===== config.mk =====
export PLATFORM = sky130hd
export DESIGN_NAME = alarm_ring_ctrl
export DESIGN_NICKNAME = d
export VERILOG_FILES = /design/src/rtl/alarm_pkg.sv /design/src/rtl/beep_gen.sv /design/src/rtl/alarm_ring_ctrl.sv
export SDC_FILE = /design/constraint.sdc
export NUM_CORES = 1
export LEC_CHECK = 0
export ABC_AREA = 1
export ABC_CLOCK_PERIOD_IN_PS = 2000
export CAP_MARGIN = 40
export CORE_MARGIN = 3
export CORE_UTILIZATION = 61
export CTS_CLUSTER_SIZE = 24
export DETAILED_ROUTE_END_ITERATION = 8
export PLACE_DENSITY_LB_ADDON = 0.1
export SYNTH_ARGS = -nofsm -noshare
export SYNTH_HDL_FRONTEND = slang
export SYNTH_HIERARCHICAL = 1
export SYNTH_SLANG_ARGS = --single-unit

===== constraint.sdc =====
create_clock -name clk -period 2 [get_ports clk]
set_input_delay 0.3 -clock clk [delete_from_list [all_inputs] [get_ports clk]]
set_output_delay 0.3 -clock clk [all_outputs]
set_load 0.005 [all_outputs]

===== src/rtl/alarm_pkg.sv =====
`default_nettype none
// ============================================================================
// Package     : alarm_pkg
// Description : Shared state encoding, default timing constants and a width
//               helper for the alarm ring controller.
// Revision    : 1.0 - initial release
// ============================================================================
package alarm_pkg;

    typedef enum logic [1:0] {
        IDLE    = 2'd0,
        RINGING = 2'd1,
        SNOOZE  = 2'd2
    } ring_state_t;

    localparam int c_ring_timeout_s_def   = 60;
    localparam int c_snooze_s_def         = 300;
    localparam int c_max_snooze_def       = 3;
    localparam int c_beep_half_cycles_def = 50_000_000;

    // Counter width that never collapses to zero bits for tiny limits.
    function automatic int cnt_width(input int n);
        return (n > 1) ? $clog2(n) : 1;
    endfunction

endpackage
`default_nettype wire


===== src/rtl/beep_gen.sv =====
`default_nettype none
// ============================================================================
// Module      : beep_gen
// Description : Square-wave buzzer drive; starts high on the enable rise and
//               toggles every BEEP_HALF_CYCLES clocks while enabled.
// Revision    : 1.0 - initial release
// ============================================================================
module beep_gen
    import alarm_pkg::*;
#(
    parameter int BEEP_HALF_CYCLES = c_beep_half_cycles_def
) (
    input  logic clk,
    input  logic rst_n,
    input  logic en,
    output logic buzzer
);

    localparam int              c_cw   = cnt_width(BEEP_HALF_CYCLES);
    localparam logic [c_cw-1:0] c_last = c_cw'(BEEP_HALF_CYCLES - 1);

    logic [c_cw-1:0] r_cnt;
    logic            r_en_q;
    logic            r_buzzer;

    always_ff @(posedge clk or negedge rst_n) begin
        if (!rst_n) begin
            r_cnt    <= '0;
            r_en_q   <= 1'b0;
            r_buzzer <= 1'b0;
        end else begin
            r_en_q <= en;
            if (!en) begin
                r_cnt    <= '0;
                r_buzzer <= 1'b0;
            end else if (!r_en_q) begin
                r_cnt    <= '0;
                r_buzzer <= 1'b1;
            end else if (r_cnt == c_last) begin
                r_cnt    <= '0;
                r_buzzer <= ~r_buzzer;
            end else begin
                r_cnt <= r_cnt + c_cw'(1);
            end
        end
    end

    assign buzzer = r_buzzer;

endmodule
`default_nettype wire


===== src/rtl/alarm_ring_ctrl.sv =====
`default_nettype none
// ============================================================================
// Module      : alarm_ring_ctrl
// Description : Ring/snooze/stop session sequencer between the alarm-time
//               match and the buzzer pin.
// Config      : ALARM_AUTO_SNOOZE_EN - ring timeout snoozes while budget lasts
// Revision    : 1.0 - initial release
// ============================================================================
module alarm_ring_ctrl
    import alarm_pkg::*;
#(
    parameter int RING_TIMEOUT_S   = c_ring_timeout_s_def,
    parameter int SNOOZE_S         = c_snooze_s_def,
    parameter int MAX_SNOOZE       = c_max_snooze_def,
    parameter int BEEP_HALF_CYCLES = c_beep_half_cycles_def
) (
    input  logic                            clk,
    input  logic                            reset,
    input  logic                            sec_tick,
    input  logic                            alarm_en,
    input  logic                            alarm_match,
    input  logic                            snooze_btn,
    input  logic                            stop_btn,
    output logic                            buzzer,
    output logic                            ringing,
    output logic                            snoozing,
    output logic [$clog2(MAX_SNOOZE+1)-1:0] snooze_cnt
);

    localparam int              c_rw          = cnt_width(RING_TIMEOUT_S);
    localparam int              c_ww          = cnt_width(SNOOZE_S);
    localparam int              c_sw          = $clog2(MAX_SNOOZE + 1);
    localparam logic [c_rw-1:0] c_ring_last   = c_rw'(RING_TIMEOUT_S - 1);
    localparam logic [c_ww-1:0] c_wait_last   = c_ww'(SNOOZE_S - 1);
    localparam logic [c_sw-1:0] c_max_snooze  = c_sw'(MAX_SNOOZE);

    ring_state_t     r_state, w_state_nxt;
    logic [c_rw-1:0] r_ring_cnt, w_ring_cnt_nxt;
    logic [c_ww-1:0] r_wait_cnt, w_wait_cnt_nxt;
    logic [c_sw-1:0] r_snooze_cnt, w_snooze_cnt_nxt;
    logic            r_match_q;
    logic            r_ringing;
    logic            r_snoozing;
    logic            w_trigger;
    logic            w_can_snooze;
    logic            w_beep_en;

    // match_q powers up high so a match already present at reset release never rings.
    assign w_trigger    = alarm_match & ~r_match_q & alarm_en;
    assign w_can_snooze = (r_snooze_cnt < c_max_snooze);
    assign w_beep_en    = (w_state_nxt == RINGING);

    always_ff @(posedge clk or negedge reset) begin
        if (!reset) begin
            r_state      <= IDLE;
            r_ring_cnt   <= '0;
            r_wait_cnt   <= '0;
            r_snooze_cnt <= '0;
            r_match_q    <= 1'b1;
            r_ringing    <= 1'b0;
            r_snoozing   <= 1'b0;
        end else begin
            r_state      <= w_state_nxt;
            r_ring_cnt   <= w_ring_cnt_nxt;
            r_wait_cnt   <= w_wait_cnt_nxt;
            r_snooze_cnt <= w_snooze_cnt_nxt;
            r_match_q    <= alarm_match;
            r_ringing    <= (w_state_nxt == RINGING);
            r_snoozing   <= (w_state_nxt == SNOOZE);
        end
    end

    always_comb begin
        w_state_nxt      = r_state;
        w_ring_cnt_nxt   = r_ring_cnt;
        w_wait_cnt_nxt   = r_wait_cnt;
        w_snooze_cnt_nxt = r_snooze_cnt;
        if (!alarm_en) begin
            w_state_nxt = IDLE;
        end else begin
            case (r_state)
                IDLE: begin
                    if (w_trigger) begin
                        w_state_nxt      = RINGING;
                        w_ring_cnt_nxt   = '0;
                        w_snooze_cnt_nxt = '0;
                    end
                end
                RINGING: begin
                    // A snooze press at budget falls through so the tick still counts.
                    if (stop_btn) begin
                        w_state_nxt = IDLE;
                    end else if (snooze_btn && w_can_snooze) begin
                        w_state_nxt      = SNOOZE;
                        w_snooze_cnt_nxt = r_snooze_cnt + c_sw'(1);
                        w_wait_cnt_nxt   = '0;
                    end else if (sec_tick) begin
                        if (r_ring_cnt == c_ring_last) begin
`ifdef ALARM_AUTO_SNOOZE_EN
                            if (w_can_snooze) begin
                                w_state_nxt      = SNOOZE;
                                w_snooze_cnt_nxt = r_snooze_cnt + c_sw'(1);
                                w_wait_cnt_nxt   = '0;
                            end else begin
                                w_state_nxt = IDLE;
                            end
`else
                            w_state_nxt = IDLE;
`endif
                        end else begin
                            w_ring_cnt_nxt = r_ring_cnt + c_rw'(1);
                        end
                    end
                end
                SNOOZE: begin
                    if (stop_btn) begin
                        w_state_nxt = IDLE;
                    end else if (sec_tick) begin
                        if (r_wait_cnt == c_wait_last) begin
                            w_state_nxt    = RINGING;
                            w_ring_cnt_nxt = '0;
                        end else begin
                            w_wait_cnt_nxt = r_wait_cnt + c_ww'(1);
                        end
                    end
                end
                default: w_state_nxt = IDLE;
            endcase
        end
    end

    beep_gen #(
        .BEEP_HALF_CYCLES (BEEP_HALF_CYCLES)
    ) u_beep_gen (
        .clk    (clk),
        .rst_n  (reset),
        .en     (w_beep_en),
        .buzzer (buzzer)
    );

    assign ringing    = r_ringing;
    assign snoozing   = r_snoozing;
    assign snooze_cnt = r_snooze_cnt;

endmodule
`default_nettype wire

# Word level (Yosys, flattened, before mapping)

Cells that the tools add are included.
Widths: inputs -> output; s select.

Bits of input ports: 7
Output and inout bits: 5
Bits in registers: 49
Word-level logic and storage cells: 79

Bitwise gates (word level): 4
Add/sub/neg operators: 4
Equality and inequality tests: 18
$lt $le $gt $ge: 1
Multiplexer cells: 35
Reductions and logical operators: 8

Operators by type and width:

| kind                  | count |
|---|---|
| $mux 26               | 3 |
| $mux 6                | 8 |
| $mux 9                | 5 |
| $add 26x1->26 const B | 1 |
| $eq 26x26->1 const B  | 1 |
| $mux 2                | 12 |
| $ne 2x2->1 const B    | 10 |
| $pmux 6 s3            | 1 |
| $pmux 9 s2            | 1 |
| $reduce_and 10->1     | 1 |
| $add 9x1->9 const B   | 1 |
| $eq 9x9->1 const B    | 1 |
| $reduce_and 7->1      | 1 |
| $add 6x1->6 const B   | 1 |
| $eq 6x6->1 const B    | 1 |
| $pmux 2 s3            | 1 |
| $reduce_and 5->1      | 1 |
| $eq 2x1->1 const B    | 2 |
| $eq 2x2->1 const B    | 2 |
| $pmux 2 s2            | 1 |
| $reduce_bool 2->1     | 2 |
| $mux 1                | 3 |
| $ne 3x3->1 const B    | 1 |
| $reduce_bool 3->1     | 1 |
| 6 further kinds       | 8 |

# Logic depth before layout (Yosys ltp)

Gate-level depths: netlist of run 1.

Depth in word-level cells: 9
Mapped depth: 13
Gate-level depth less buffers: 13

# By module

Netlist of run 1, hierarchy kept.

By module, submodules not included:

| module          | cells each | sequential area each (sq um) | area an instance (sq um) | instances |
|---|---|---|---|---|
| beep_gen        | 221        | 700.7                        | 1599.0                   | 1 |
| alarm_ring_ctrl | 214        | 551.8                        | 1437.6                   | 1 |

# Worst setup path before layout of run 1

No wires, ideal clock.

Kind: reg2reg
Start point: register r_wait_cnt[0]
End point: register u_beep_gen.r_cnt[16]
Clock period less this slack: 1.793 ns
Arrival: 1.722 ns
Data required time: 1.929 ns
Path slack: 0.207 ns
Setup time: 0.071 ns
Cell stages (with the launch flop): 12
Buffers on the path: 1
Cell sequence: dfrtp_1 -> ha_1 -> nand2_1 -> nor2_1 -> nand4_1 -> nand3_1 -> nand2_1 -> inv_1 -> nand2_1 -> o21bai_4 -> buf_6 -> nor2_1

Word-level cells in the longest chain between the ends: 8

RTL lines:

| what                     | line                   | text |
|---|---|---|
| start: declaration       | alarm_ring_ctrl.sv:39  | `logic [c_ww-1:0] r_wait_cnt, w_wait_cnt_nxt;` |
| start signal: assignment | alarm_ring_ctrl.sv:65  | `r_wait_cnt <= w_wait_cnt_nxt;` |
| $eq 9x9->1               | alarm_ring_ctrl.sv:119 | `if (r_wait_cnt == c_wait_last) begin` |
| $mux 2                   | alarm_ring_ctrl.sv:119 |  |
| $mux 2                   | alarm_ring_ctrl.sv:118 | `end else if (sec_tick) begin` |
| $mux 2                   | alarm_ring_ctrl.sv:116 | `if (stop_btn) begin` |
| $pmux 2 s3               | alarm_ring_ctrl.sv:81  | `case (r_state)` |
| $mux 2                   | alarm_ring_ctrl.sv:78  | `if (!alarm_en) begin` |
| $eq 2x1->1               | alarm_ring_ctrl.sv:51  | `assign w_beep_en = (w_state_nxt == RINGING);` |
| net w_beep_en            | alarm_ring_ctrl.sv:46  | `logic w_beep_en;` |
| $mux 26                  | beep_gen.sv:33         | `if (!en) begin` |
| end signal: assignment   | beep_gen.sv:43         | `r_cnt <= r_cnt + c_cw'(1);` |
| end: declaration         | beep_gen.sv:22         | `logic [c_cw-1:0] r_cnt;` |

The timed path passes the listed nets, and every way through them passes these cells.
A chain may end at the register's enable or synchronous reset.

# Worst setup path after layout of run 1

Start point: register r_ring_cnt[0]
End point: register u_beep_gen.r_cnt[25]

Word-level cells in the longest chain between the ends: 9

RTL lines:

| what                     | line                  | text |
|---|---|---|
| start: declaration       | alarm_ring_ctrl.sv:38 | `logic [c_rw-1:0] r_ring_cnt, w_ring_cnt_nxt;` |
| start signal: assignment | alarm_ring_ctrl.sv:64 | `r_ring_cnt <= w_ring_cnt_nxt;` |
| $eq 6x6->1               | alarm_ring_ctrl.sv:98 | `if (r_ring_cnt == c_ring_last) begin` |
| $mux 2                   | alarm_ring_ctrl.sv:98 |  |
| $mux 2                   | alarm_ring_ctrl.sv:97 | `end else if (sec_tick) begin` |
| $mux 2                   | alarm_ring_ctrl.sv:93 | `end else if (snooze_btn && w_can_snooze) begin` |
| $mux 2                   | alarm_ring_ctrl.sv:91 | `if (stop_btn) begin` |
| $pmux 2 s3               | alarm_ring_ctrl.sv:81 |  |
| $mux 2                   | alarm_ring_ctrl.sv:78 |  |
| $eq 2x1->1               | alarm_ring_ctrl.sv:51 |  |
| net w_beep_en            | alarm_ring_ctrl.sv:46 |  |
| $mux 26                  | beep_gen.sv:33        |  |

The timed path passes the listed nets, and every way through them passes these cells.

==> results of run 1 <==
## logic make-up (layout without fill, tap and decap cells)
family / after synthesis / count (layout) / share of synthesized area, %
buffers and inverters: 43 / 73 / 5.81
adder cells (fa/ha/maj): 4 / 4 / 1.65
AO/OA/AOI/OAI: 18 / 19 / 3.75
AND/OR/NAND/NOR: 308 / 309 / 44.1
flip-flops: 50 / 50 / 41.2
XOR/XNOR: 12 / 12 / 3.46
## layout make-up
| type | instances | area (µm²) |
|---|---|---|
| Tap cell | 67 | 83.8 |
| Clock buffer | 6 | 82.6 |
| Clock inverter | 2 | 16.3 |
| Sequential cell | 50 | 1250 |
| Inverter | 41 | 154 |
| Timing Repair Buffer | 24 | 218 |
| Multi-Input combinational cell | 344 | 1630 |
| Fill cell | 411 | 1320 |
## Yosys cell counts (5+ instances only)
master   instances
dfrtp_1         49
nand4_1         11
nor2_2           6
a21oi_1          8
nand2_1        146
nand3_1         32
nor2_1          88
xnor2_1          5
nor3_1           7
xor2_1           7
inv_1           37
## path summary, 6_finish.rpt
kind / startpoint / depth (start not counted) / end
max in group asynchronous: reset / 3 / r_match_q
min: alarm_match / 1 / r_match_q
min reg2reg: u_beep_gen/r_cnt[0] / 1 / u_beep_gen/r_cnt[0]
max reg2reg: r_ring_cnt[0] / 11 / u_beep_gen/r_cnt[25]
min in group asynchronous: reset / 3 / u_beep_gen/r_cnt[20]
max: r_ring_cnt[0] / 11 / u_beep_gen/r_cnt[25]
## timing repair
action | in CTS | in global routing
hold endpoints to repair | 49 | 0
gates resized for setup | 0 | 2
hold buffers | 1 | 0
endpoints found under the setup margin | 0 | 7
## sequential cells by signal, summed over array words and instances (netlist names), 2 cells and up
signal	count
snooze_cnt	2
u_beep_gen/r_cnt	26
r_ring_cnt	6
r_state	2
r_wait_cnt	9
## routing by layer
layer	track usage, %	wire [µm]
met1	31.9	3100
met2	39.4	3040
met4	4.53	62
met5	0	0
met3	2.96	265
## worst reg2reg max path, cell delays in order (launching register included)
cell and delay (ps):
dfrtp_1 430, ha_1 250, nand3_1 120, nor2_1 50, nand2_1 70, nand2_1 60
nand3_1 80, nand2_1 70, inv_1 100, nand2_2 130, o21bai_2 330, nor2_1 160
## per-stage QoR
stage	total power [W]	TNS [ps]	hold WS, ps	instances	area (µm²)
6_report	0.00186	0	434	534	3440
3_3_place_gp	0.00124	0	308	523	3310
4_1_cts	0.00188	0	433	532	3410
3_5_place_dp	0.00125	0	314	523	3310
5_1_grt	0.00195	-4.04	426	534	3440
2_1_floorplan	0.00115	0	4.41	435	3040
## power groups by stage
stage	combinational [W]	clock [W]	sequential, W
detailed placement	0.000179	0	0.00107
global route	0.000206	0.000696	0.00105
finish	0.000181	0.000631	0.00105
floorplan	0.0000798	0	0.00107
CTS	0.000181	0.000653	0.00105
global placement	0.000176	0	0.00107
==> metrics.md, run 1 <==
| Metric | Value |
|---|---|
| CTS Buffer Depth | `2` |
| Crit start category | `flop` |
| Ys async rst share | `100%` |
| Commonest non-fill, non-tap cell in the layout | `nand2_1` |
| Die ar. | `5860 µm²` |
| Sw Ratio | `25.3%` |
| TritonCTS clock tree | `done` |
| Sequential fraction of the synthesis area | `41.2%` |
| Clock sinks | `50` |
| Total GRT Usage | `23.1%` |
| Logic pwr share | `9.7%` |
| Largest net degree at the start of global routing | `51` |
| Initial antenna violation count | `0` |
| Run status | `finished, final reports clean` |
| Final Hold Vio Count | `0` |
| Post-CTS Setup Bufs | `0` |
| Syn Area/Cell | `6.98 µm²` |
| Synth area leaders | `dfrtp_1 40%, nand2_1 18%, nor2_1 11%, nand3_1 5.3%, inv_1 4.6%` |
| EDFF count, synth | `0` |
| Share of cells above drive strength 1 | `10.7%` |
| Final worst path period share | `94.6%` |
| Area delta synth->final | `13.2%` |
| Via density | `5.29` |
| # DRC | `0` |
| Max_cap viols | `0` |
| Clock share of power | `33.9%` |
| Setup crit end kind | `flop` |
| Crit-path cells | `ha_1 -> nand3_1 -> nor2_1 -> nand2_1 -> nand2_1 -> nand3_1 -> nand2_1 -> inv_1 -> nand2_2 -> o21bai_2 -> nor2_1` |
| VDD IR max | `0.492 mV` |
| H-tree level count | `2` |
| Sw Pwr | `0.000471 W` |
| Worst Skew | `11.6 ps` |
| Crit path max fanout | `9` |
| Post-Route WL | `6460 µm` |
| CP delay by family, top | `simple AND/OR/NAND/NOR gates` |
| Distinct cells, synth | `29` |
| CORE AREA | `4750 µm²` |
| Final setup viols | `0` |
| PwrDens | `541 nW/µm²` |
| CP Class | `flop to flop` |
| Min-delay worst type | `input port to flop` |
| WP buf/inv | `1` |
| Initial core utilization | `63.9%` |
| Internal cell power | `0.00139 W` |
| Synth Register Bits | `50` |
| Commonest cells after routing, fill and taps aside | `145 x nand2_1, 87 x nor2_1, 49 x dfrtp_1, 37 x inv_1, 32 x nand3_1` |
| FP Rows | `25` |
| Max-slew violations | `0` |
| Detailed Place HPWL | `4670 µm` |
| Diode count | `0` |
| Root Buffer | `clkbuf_8` |
| Post-synth top area share | `40.4%` |
| Layout Utilization | `72.3%` |
| Die H | `76.6 µm` |
| Gpl congestion | `0.935` |
| GR Overflow Total | `0` |
| Worst slack at placement | `32.5 ps` |
| Number of detailed-route iterations in the first pass | `4` |
| Ports | `12` |
| Sequential power share | `56.4%` |
| Ys Warns | `6` |
| Drt wl/cell | `12.1 µm` |
| Area leader, netlist | `dfrtp_1` |
| CTS clk-pin slew, worst paths | `100 ps` |
| Worst EP arrival | `2120 ps` |
| First-pass GRT wire length | `11200 µm` |
| Final setup margin | `107 ps` |
| Port buffer count | `11` |
| Max Freq | `0.528 GHz` |
| CP peak stage delay | `430 ps` |
| Minimum clock period | `1890 ps` |
| Max-Slew Margin vs Limit | `67.3%` |
| Total number of vias | `2827` |
| Required time of the worst setup path | `2230 ps` |
| Net Count, Synth | `446` |
| Vias in the first global route | `2614` |
| Pleak | `1.50 nW` |
| Worst-Skew Late Latency | `300 ps` |
| R2R Setup Slk | `110 ps` |
| Slowest-stage cell, CP | `dfrtp_1` |
| Cell mode on critical path | `nand2_1` |
| Mapped Area | `3040 µm²` |
| Slew at the pin closest to its max-slew limit | `490 ps` |
| Final Net Count | `477` |
| Cells after synthesis | `435` |
| Die X | `76.6 µm` |
| Total CTS buffers | `5` |
| Iteration-0 DRC Markers | `184` |
| Final ANT Viol Nets | `0` |
| Synth Flop Type | `dfrtp_1` |
No activity file was read; power rests on OpenSTA's default activity.
==> inputs of run 2 (changes only) <==
--- a/config.mk
+++ b/config.mk
@@ -13,6 +13,7 @@
 export CTS_CLUSTER_SIZE = 24
 export DETAILED_ROUTE_END_ITERATION = 8
 export PLACE_DENSITY_LB_ADDON = 0.1
+export SETUP_SLACK_MARGIN = 0.4
 export SYNTH_ARGS = -nofsm -noshare
 export SYNTH_HDL_FRONTEND = slang
 export SYNTH_HIERARCHICAL = 1
==> run 2 against run 1 <==
  * The flow now finishes with violations (negative hold slack)
  * Sequential power is essentially flat
  * Non-clock buffer count grew 16
  * Clock skew shrank 4.8 ps
  * Wire length grew 16%
  * Total power grew 5.7%
  * Critical endpoint is now u_beep_gen/buzzer
  * Largest cell class unchanged
==> metrics.md, run 2 (same netlist as run 1, synthesis figures left out) <==
| Metric | Value |
|---|---|
| Met1 Use GR | `38.1% (was 31.9%)` |
| Post-Route WL | `7460 µm (was 6460 µm)` |
| Share of cells above drive strength 1 | `18.1% (was 10.7%)` |
| Fill cells | `354 (was 411)` |
| Die H | `76.6 µm (unchanged)` |
| Crit-path cells | `or2_4 -> nor2_4 -> nand4_1 -> nand3_1 -> nand2_2 -> inv_2 -> nand2_4 -> o21bai_4 -> nand2_1 -> nand2_1 (was ha_1 -> nand3_1 -> nor2_1 -> nand2_1 -> nand2_1 -> nand3_1 -> nand2_1 -> inv_1 -> nand2_2 -> o21bai_2 -> nor2_1)` |
| Port buffer count | `11 (unchanged)` |
| Commonest cells after routing, fill and taps aside | `140 x nand2_1, 85 x nor2_1, 48 x dfrtp_1, 34 x inv_1, 30 x nand3_1 (was 145 x nand2_1, 87 x nor2_1, 49 x dfrtp_1, 37 x inv_1, 32 x nand3_1)` |
| Cts-stage hold buffer count | `0 (was 1)` |
| Diode count | `0 (unchanged)` |
| Largest register FFs | `26 (unchanged)` |
| Final setup margin | `250 ps (was 107 ps)` |
| CTS Buffer Depth | `2 (unchanged)` |
| Max-slew violations | `0 (unchanged)` |
| Crit start category | `flop (unchanged)` |
| Violated checks | `negative hold slack` |
| Top Registers | `u_beep_gen/r_cnt x26, r_wait_cnt x9, r_ring_cnt x6 (unchanged)` |
| Final Hold Vio Count | `13 (was 0)` |
| Worst slack at placement | `97.8 ps (was 32.5 ps)` |
| Initial core utilization | `63.9% (unchanged)` |
| Final Net Count | `495 (was 477)` |
| Final setup viols | `0 (unchanged)` |
| Max-Slew Margin vs Limit | `59.4% (was 67.3%)` |
| Worst-Skew Late Latency | `310 ps (was 300 ps)` |
| Max Freq | `0.571 GHz (was 0.528 GHz)` |
| Iteration-0 DRC Markers | `299 (was 184)` |
| Root Buffer | `clkbuf_8 (unchanged)` |
| CP peak stage delay | `420 ps (was 430 ps)` |
| Required time of the worst setup path | `2200 ps (was 2230 ps)` |
| Via density | `5.47 (was 5.29)` |
| Largest net degree at the start of global routing | `27 (was 51)` |
| Detailed Place HPWL | `4780 µm (was 4670 µm)` |
| Min Hold Slack | `-9.74 ps (was 434 ps)` |
| Cell mode on critical path | `nand2_1 (unchanged)` |
| Number of detailed-route iterations in the first pass | `5 (was 4)` |
| VDD IR max | `0.419 mV (was 0.492 mV)` |
| Slew at the pin closest to its max-slew limit | `609 ps (was 490 ps)` |
| Run status | `finished with violations (was finished, final reports clean)` |
| Clock sinks | `50 (unchanged)` |
| Busiest grt layer | `met2 (unchanged)` |
| Initial antenna violation count | `0 (unchanged)` |
| Final ANT Viol Nets | `0 (unchanged)` |
| Min-delay worst type | `input port to asynchronous set/reset pin (was input port to flop)` |
| First-pass GRT wire length | `12700 µm (was 11200 µm)` |
| H-tree level count | `2 (unchanged)` |
| Total GRT Usage | `26.6% (was 23.1%)` |
| CORE AREA | `4750 µm² (unchanged)` |
| Top reg by flops | `u_beep_gen/r_cnt (unchanged)` |
| Minimum clock period | `1750 ps (was 1890 ps)` |
| CTS clk-pin slew, worst paths | `90 ps (was 100 ps)` |
| Max_cap viols | `0 (unchanged)` |
| Vias in the first global route | `2767 (was 2614)` |
| Pleak | `1.65 nW (was 1.50 nW)` |
| Worst Skew | `6.74 ps (was 11.6 ps)` |
| RSZ-0062 raised after global routing | `true` |
| Met2 Usage GRT | `41.8% (was 39.4%)` |
| Commonest non-fill, non-tap cell in the layout | `nand2_1 (unchanged)` |
| Final setup TNS | `0 ps (unchanged)` |
| Slowest-stage cell, CP | `dfrtp_1 (unchanged)` |
| # DRC | `0 (unchanged)` |
| CP Class | `flop to flop (unchanged)` |
| Post-layout instance area | `3700 µm² (was 3440 µm²)` |
| Worst EP arrival | `1950 ps (was 2120 ps)` |
| GR Overflow Total | `0 (unchanged)` |
| Drt wl/cell | `13.5 µm (was 12.1 µm)` |
| TritonCTS clock tree | `done (unchanged)` |
| Area after DPL | `3300 µm² (was 3310 µm²)` |
| Total number of vias | `3018 (was 2827)` |
| Ports | `12 (unchanged)` |
| Setup crit end kind | `flop (unchanged)` |
| Met3 Use GR | `4.61% (was 2.96%)` |
| Area delta synth->final | `21.7% (was 13.2%)` |
| Gpl congestion | `0.886 (was 0.935)` |
| PwrDens | `532 nW/µm² (was 541 nW/µm²)` |
| Die ar. | `5860 µm² (unchanged)` |
| Final worst path period share | `87.5% (was 94.6%)` |
| Crit path max fanout | `7 (was 9)` |
| Total CTS buffers | `5 (unchanged)` |
| Die X | `76.6 µm (unchanged)` |
| FP Rows | `25 (unchanged)` |
## run 2: cell types whose count changed in the layout (fill, tap and decap cells not counted), sizes merged
cell           change
buf               +17
clkbuf             +2
clkdlybuf4s50      -2
dlymetal6s2s       +2
o21bai             +2
clkinvlp           -1
dlygate4sd3        -1
inv                -1
## run 2: cell type report
cell class                 instances  area (µm²)  area share, %
multi-input combinational        346        1750           47.4
sequential                        50        1250           33.9
timing repair buffer              40         344           9.31
inverter                          41         154           4.16
clock buffer                       8         110           2.98
tap                               67        83.8           2.27
## run 2: final timing paths
check	slack (ps)	from	end	cells after the start
worst min register to register	490	u_beep_gen/r_cnt[0]	u_beep_gen/r_cnt[0]	1
min in group clk	420	alarm_match	r_match_q	1
max in group asynchronous	1380	reset	r_match_q	2
worst max-delay path	250	r_wait_cnt[7]	u_beep_gen/buzzer	10
worst min-delay path	-10	reset	u_beep_gen/r_cnt[20]	1
worst max register to register	250	r_wait_cnt[7]	u_beep_gen/buzzer	10
## run 2: worst max-delay path, delay by kind of cell, from the launching register on
family                 cells  cell delay [ps]
AOI/OAI and AO/OA          1              220
buffers and inverters      1               90
DFF                        1              420
and+or+nand+nor            8              910
## run 2: timing repair
| action | CTS | global route |
|---|---|---|
| pin swaps | 7 | 11 |
| cloned | 4 | 0 |
| endpoints found under the setup margin | 28 | 45 |
| buffers inserted | 11 | 10 |
| gates resized for setup | 12 | 14 |
| endpoints found under the hold margin | 0 | 0 |
## run 2: where the power goes
part	internal, W	switching, W	total, W
Combinational	0.0000995	0.000129	0.000228
Sequential	0.00103	0.0000175	0.00105
Clock	0.000350	0.000341	0.000690
## run 2: routing by layer
| layer | wire length, µm | vias to the layer above |
|---|---|---|
| met5 | 0 | - |
| met3 | 492 | 8 |
| met1 | 3310 | 1421 |
| met2 | 3600 | 116 |
| met4 | 67 | 0 |
| li1 | - | 1473 |
## run 2: per-stage QoR
stage / power (W) / utilization (%) / hold WS [ps] / cells
2_1_floorplan: 0.00115 / - / 4.41 / 435
3_3_place_gp: 0.00124 / 69.4 / 333 / 519
3_5_place_dp: 0.00125 / 69.4 / 339 / 519
4_1_cts: 0.00195 / 75.2 / 6.56 / 542
5_1_grt: 0.00205 / 77.7 / 17.7 / 552
6_report: 0.00197 / 77.7 / -9.74 / 552
==> inputs of run 3 (changes only) <==
--- a/config.mk
+++ b/config.mk
@@ -9,7 +9,7 @@
 export ABC_CLOCK_PERIOD_IN_PS = 2000
 export CAP_MARGIN = 40
 export CORE_MARGIN = 3
-export CORE_UTILIZATION = 61
+export CORE_UTILIZATION = 57
 export CTS_CLUSTER_SIZE = 24
 export DETAILED_ROUTE_END_ITERATION = 8
 export PLACE_DENSITY_LB_ADDON = 0.1
==> run 3 against run 2 <==
  * The run now ends clean
  * First-iteration DRC count is 26% lower
  * Sequential share of layout area is 0.14 points lower
  * Final cell count is 0.72% higher
  * Global-route usage is 1.3 points lower
  * Worst setup slack better by 26 ps
  * Via count is 0.60% lower
  * Sequential power hardly changed
  * Flip-flop and latch count stayed put
  * Clock skew is 1.2 ps higher
  * Critical path type unchanged
  * Critical endpoint unchanged
==> metrics.md, run 3 (same netlist as run 1, synthesis figures left out) <==
| Metric | Value |
|---|---|
| Run status | `finished, final reports clean (was finished with violations)` |
| Non-Filler Instances | `556 (was 552)` |
| Max Freq | `0.580 GHz (was 0.571 GHz)` |
| Final setup viols | `0 (unchanged)` |
| TritonCTS clock tree | `done (unchanged)` |
| Final worst path period share | `86.2% (was 87.5%)` |
| CTS Buffer Depth | `2 (unchanged)` |
| Crit-path cells | `or2_1 -> nor2_2 -> nand4_1 -> nand3_1 -> nand2_1 -> inv_2 -> nand2_4 -> o21bai_4 -> nand2_1 -> nand2_1 (was or2_4 -> nor2_4 -> nand4_1 -> nand3_1 -> nand2_2 -> inv_2 -> nand2_4 -> o21bai_4 -> nand2_1 -> nand2_1)` |
| Final setup TNS | `0 ps (unchanged)` |
| First-pass GRT wire length | `12600 µm (was 12700 µm)` |
| Commonest non-fill, non-tap cell in the layout | `nand2_1 (unchanged)` |
| Initial core utilization | `61.4% (was 63.9%)` |
| Drt wl/cell | `13.1 µm (was 13.5 µm)` |
| Required time of the worst setup path | `2210 ps (was 2200 ps)` |
| Number of detailed-route iterations in the first pass | `5 (unchanged)` |
| Worst-Skew Late Latency | `310 ps (about the same)` |
| Die H | `79.0 µm (was 76.6 µm)` |
| Setup crit end kind | `flop (unchanged)` |
| CTS clk-pin slew, worst paths | `90 ps (about the same)` |
| Max-slew violations | `0 (unchanged)` |
| Clock share of power | `32.1% (was 35.1%)` |
| Worst EP arrival | `1930 ps (was 1950 ps)` |
| Pleak | `1.65 nW (about the same)` |
| Slew at the pin closest to its max-slew limit | `489 ps (was 609 ps)` |
| GR Overflow Total | `0 (unchanged)` |
| Diode count | `0 (unchanged)` |
| Root Buffer | `clkbuf_8 (unchanged)` |
| Top reg by flops | `u_beep_gen/r_cnt (unchanged)` |
| Min-delay worst type | `input port to flop (was input port to asynchronous set/reset pin)` |
| Ports | `12 (unchanged)` |
| Final ANT Viol Nets | `0 (unchanged)` |
| Largest net degree at the start of global routing | `31 (was 27)` |
| Post-Route WL | `7290 µm (was 7460 µm)` |
| Via density | `5.40 (was 5.47)` |
| Critical path launch point | `r_wait_cnt[7] (unchanged)` |
| Total CTS buffers | `5 (unchanged)` |
| Top Registers | `u_beep_gen/r_cnt x26, r_wait_cnt x9, r_ring_cnt x6 (unchanged)` |
| Final Net Count | `499 (was 495)` |
| Total GRT Usage | `25.3% (was 26.6%)` |
| Die ar. | `6240 µm² (was 5860 µm²)` |
| Die X | `79.0 µm (was 76.6 µm)` |
| Iteration-0 DRC Markers | `222 (was 299)` |
| CP Class | `flop to flop (unchanged)` |
| Logic pwr share | `12.1% (was 11.6%)` |
| Internal cell power | `0.00141 W (was 0.00148 W)` |
| Largest register FFs | `26 (unchanged)` |
| Crit path max fanout | `7 (unchanged)` |
| Max-Slew Margin vs Limit | `67.4% (was 59.4%)` |
| Placed Cells | `519 (unchanged)` |
| Clock sinks | `50 (unchanged)` |
| H-tree level count | `2 (unchanged)` |
| Sequential power share | `55.8% (was 53.3%)` |
| Slowest-stage cell, CP | `dfrtp_1 (unchanged)` |
| VDD IR max | `0.298 mV (was 0.419 mV)` |
| Share of cells above drive strength 1 | `19.0% (was 18.1%)` |
| FP Rows | `25 (unchanged)` |
| Port buffer count | `11 (unchanged)` |
| Final Hold Vio Count | `0 (was 13)` |
| Crit start category | `flop (unchanged)` |
| CORE AREA | `4940 µm² (was 4750 µm²)` |
| CP peak stage delay | `400 ps (was 420 ps)` |
| Worst Skew | `7.97 ps (was 6.74 ps)` |
| Minimum clock period | `1720 ps (was 1750 ps)` |
| Area delta synth->final | `22.3% (was 21.7%)` |
| FF-to-FF Start | `r_wait_cnt[7] (unchanged)` |
| RSZ-0062 raised after global routing | `true (unchanged)` |
| Min-delay src | `alarm_match` |
| Cell mode on critical path | `nand2_1 (unchanged)` |
| Total number of vias | `3000 (was 3018)` |
| Sw Pwr | `0.000469 W (was 0.000487 W)` |
| Commonest cells after routing, fill and taps aside | `140 x nand2_1, 83 x nor2_1, 47 x dfrtp_1, 35 x inv_1, 30 x nand3_1 (was 140 x nand2_1, 85 x nor2_1, 48 x dfrtp_1, 34 x inv_1, 30 x nand3_1)` |
| Sw Ratio | `24.9% (was 24.8%)` |
| PwrDens | `506 nW/µm² (was 532 nW/µm²)` |
| Gpl congestion | `0.929 (was 0.886)` |
| Max_cap viols | `0 (unchanged)` |
| Initial antenna violation count | `0 (unchanged)` |
| Detailed Place HPWL | `4730 µm (was 4780 µm)` |
| # DRC | `0 (unchanged)` |
| Vias in the first global route | `2897 (was 2767)` |
## run 3: cell types whose count changed in the layout (fill, tap and decap cells not counted), sizes merged
cell / delta
buf: +2
clkinv: +1
nand2: +1
clkbuf: -1
dlygate4sd3: +1
## run 3: through the flow
stage / total power [W] / hold WS (ps) / area (µm²) / utilization (%) / worst slack (ps)
after floorplan: 0.00115 / 4.41 / 3060 / - / 348
after global placement: 0.00124 / 293 / 3300 / 66.7 / 137
after detailed placement: 0.00125 / 292 / 3300 / 66.7 / 52.2
after CTS: 0.00188 / 425 / 3560 / 72.1 / 340
after global routing: 0.00197 / 441 / 3710 / 75.2 / 165
final: 0.00188 / 427 / 3710 / 75.2 / 275
## run 3: layout make-up
cell class | count | area (µm²)
clock buffers | 7 | 86.3
clock inverters | 1 | 5.00
fillers | 375 | 1230
inverters | 41 | 154
multi-input cells | 347 | 1760
flip-flops and latches | 50 | 1250
well taps | 67 | 83.8
repair buffers | 43 | 373
## run 3: routing by layer
layer  share of wire (%)  wire length [µm]  vias to the layer above  track usage, %
met2                  49              3550                      115            42.0
met3                 5.4               395                       31            3.97
li1                    -                 -                     1478               -
met1                  42              3080                     1376            31.0
met4                 3.6               265                        0            14.8
met5                   0                 0                        -               0
## run 3: path summary, 6_finish.rpt
path,endpoint,depth (start not counted),slack (ps)
max,u_beep_gen/buzzer,10,280
min,r_match_q,1,430
max reg2reg,u_beep_gen/buzzer,10,280
min reg2reg,u_beep_gen/r_cnt[0],1,490
max in group asynchronous,r_match_q,3,920
min in group asynchronous,u_beep_gen/r_cnt[7],2,470
## run 3: power groups by stage
stage / logic (W) / registers [W] / clock network [W]
2_1_floorplan: 0.0000822 / 0.00107 / 0
3_3_place_gp: 0.000170 / 0.00107 / 0
3_5_place_dp: 0.000175 / 0.00107 / 0
4_1_cts: 0.000203 / 0.00105 / 0.000625
5_1_grt: 0.000256 / 0.00105 / 0.000661
6_report: 0.000228 / 0.00105 / 0.000603
## run 3: worst max-delay path: cells and delay by family, from the launching register on
kind | cells | cell delay, ps
buffers and inverters | 1 | 80
and+or+nand+nor | 8 | 910
DFF | 1 | 400
AOI/OAI and AO/OA | 1 | 230
## run 3: repair_timing
item / 4_1_cts / 5_1_grt
gates resized for setup: 10 / 18
endpoints found under the hold margin: 20 / 0
pin swaps: 14 / 22
endpoints found under the setup margin: 31 / 45
hold buffers: 1 / 0
cloned: 4 / 1
buffers inserted: 12 / 11
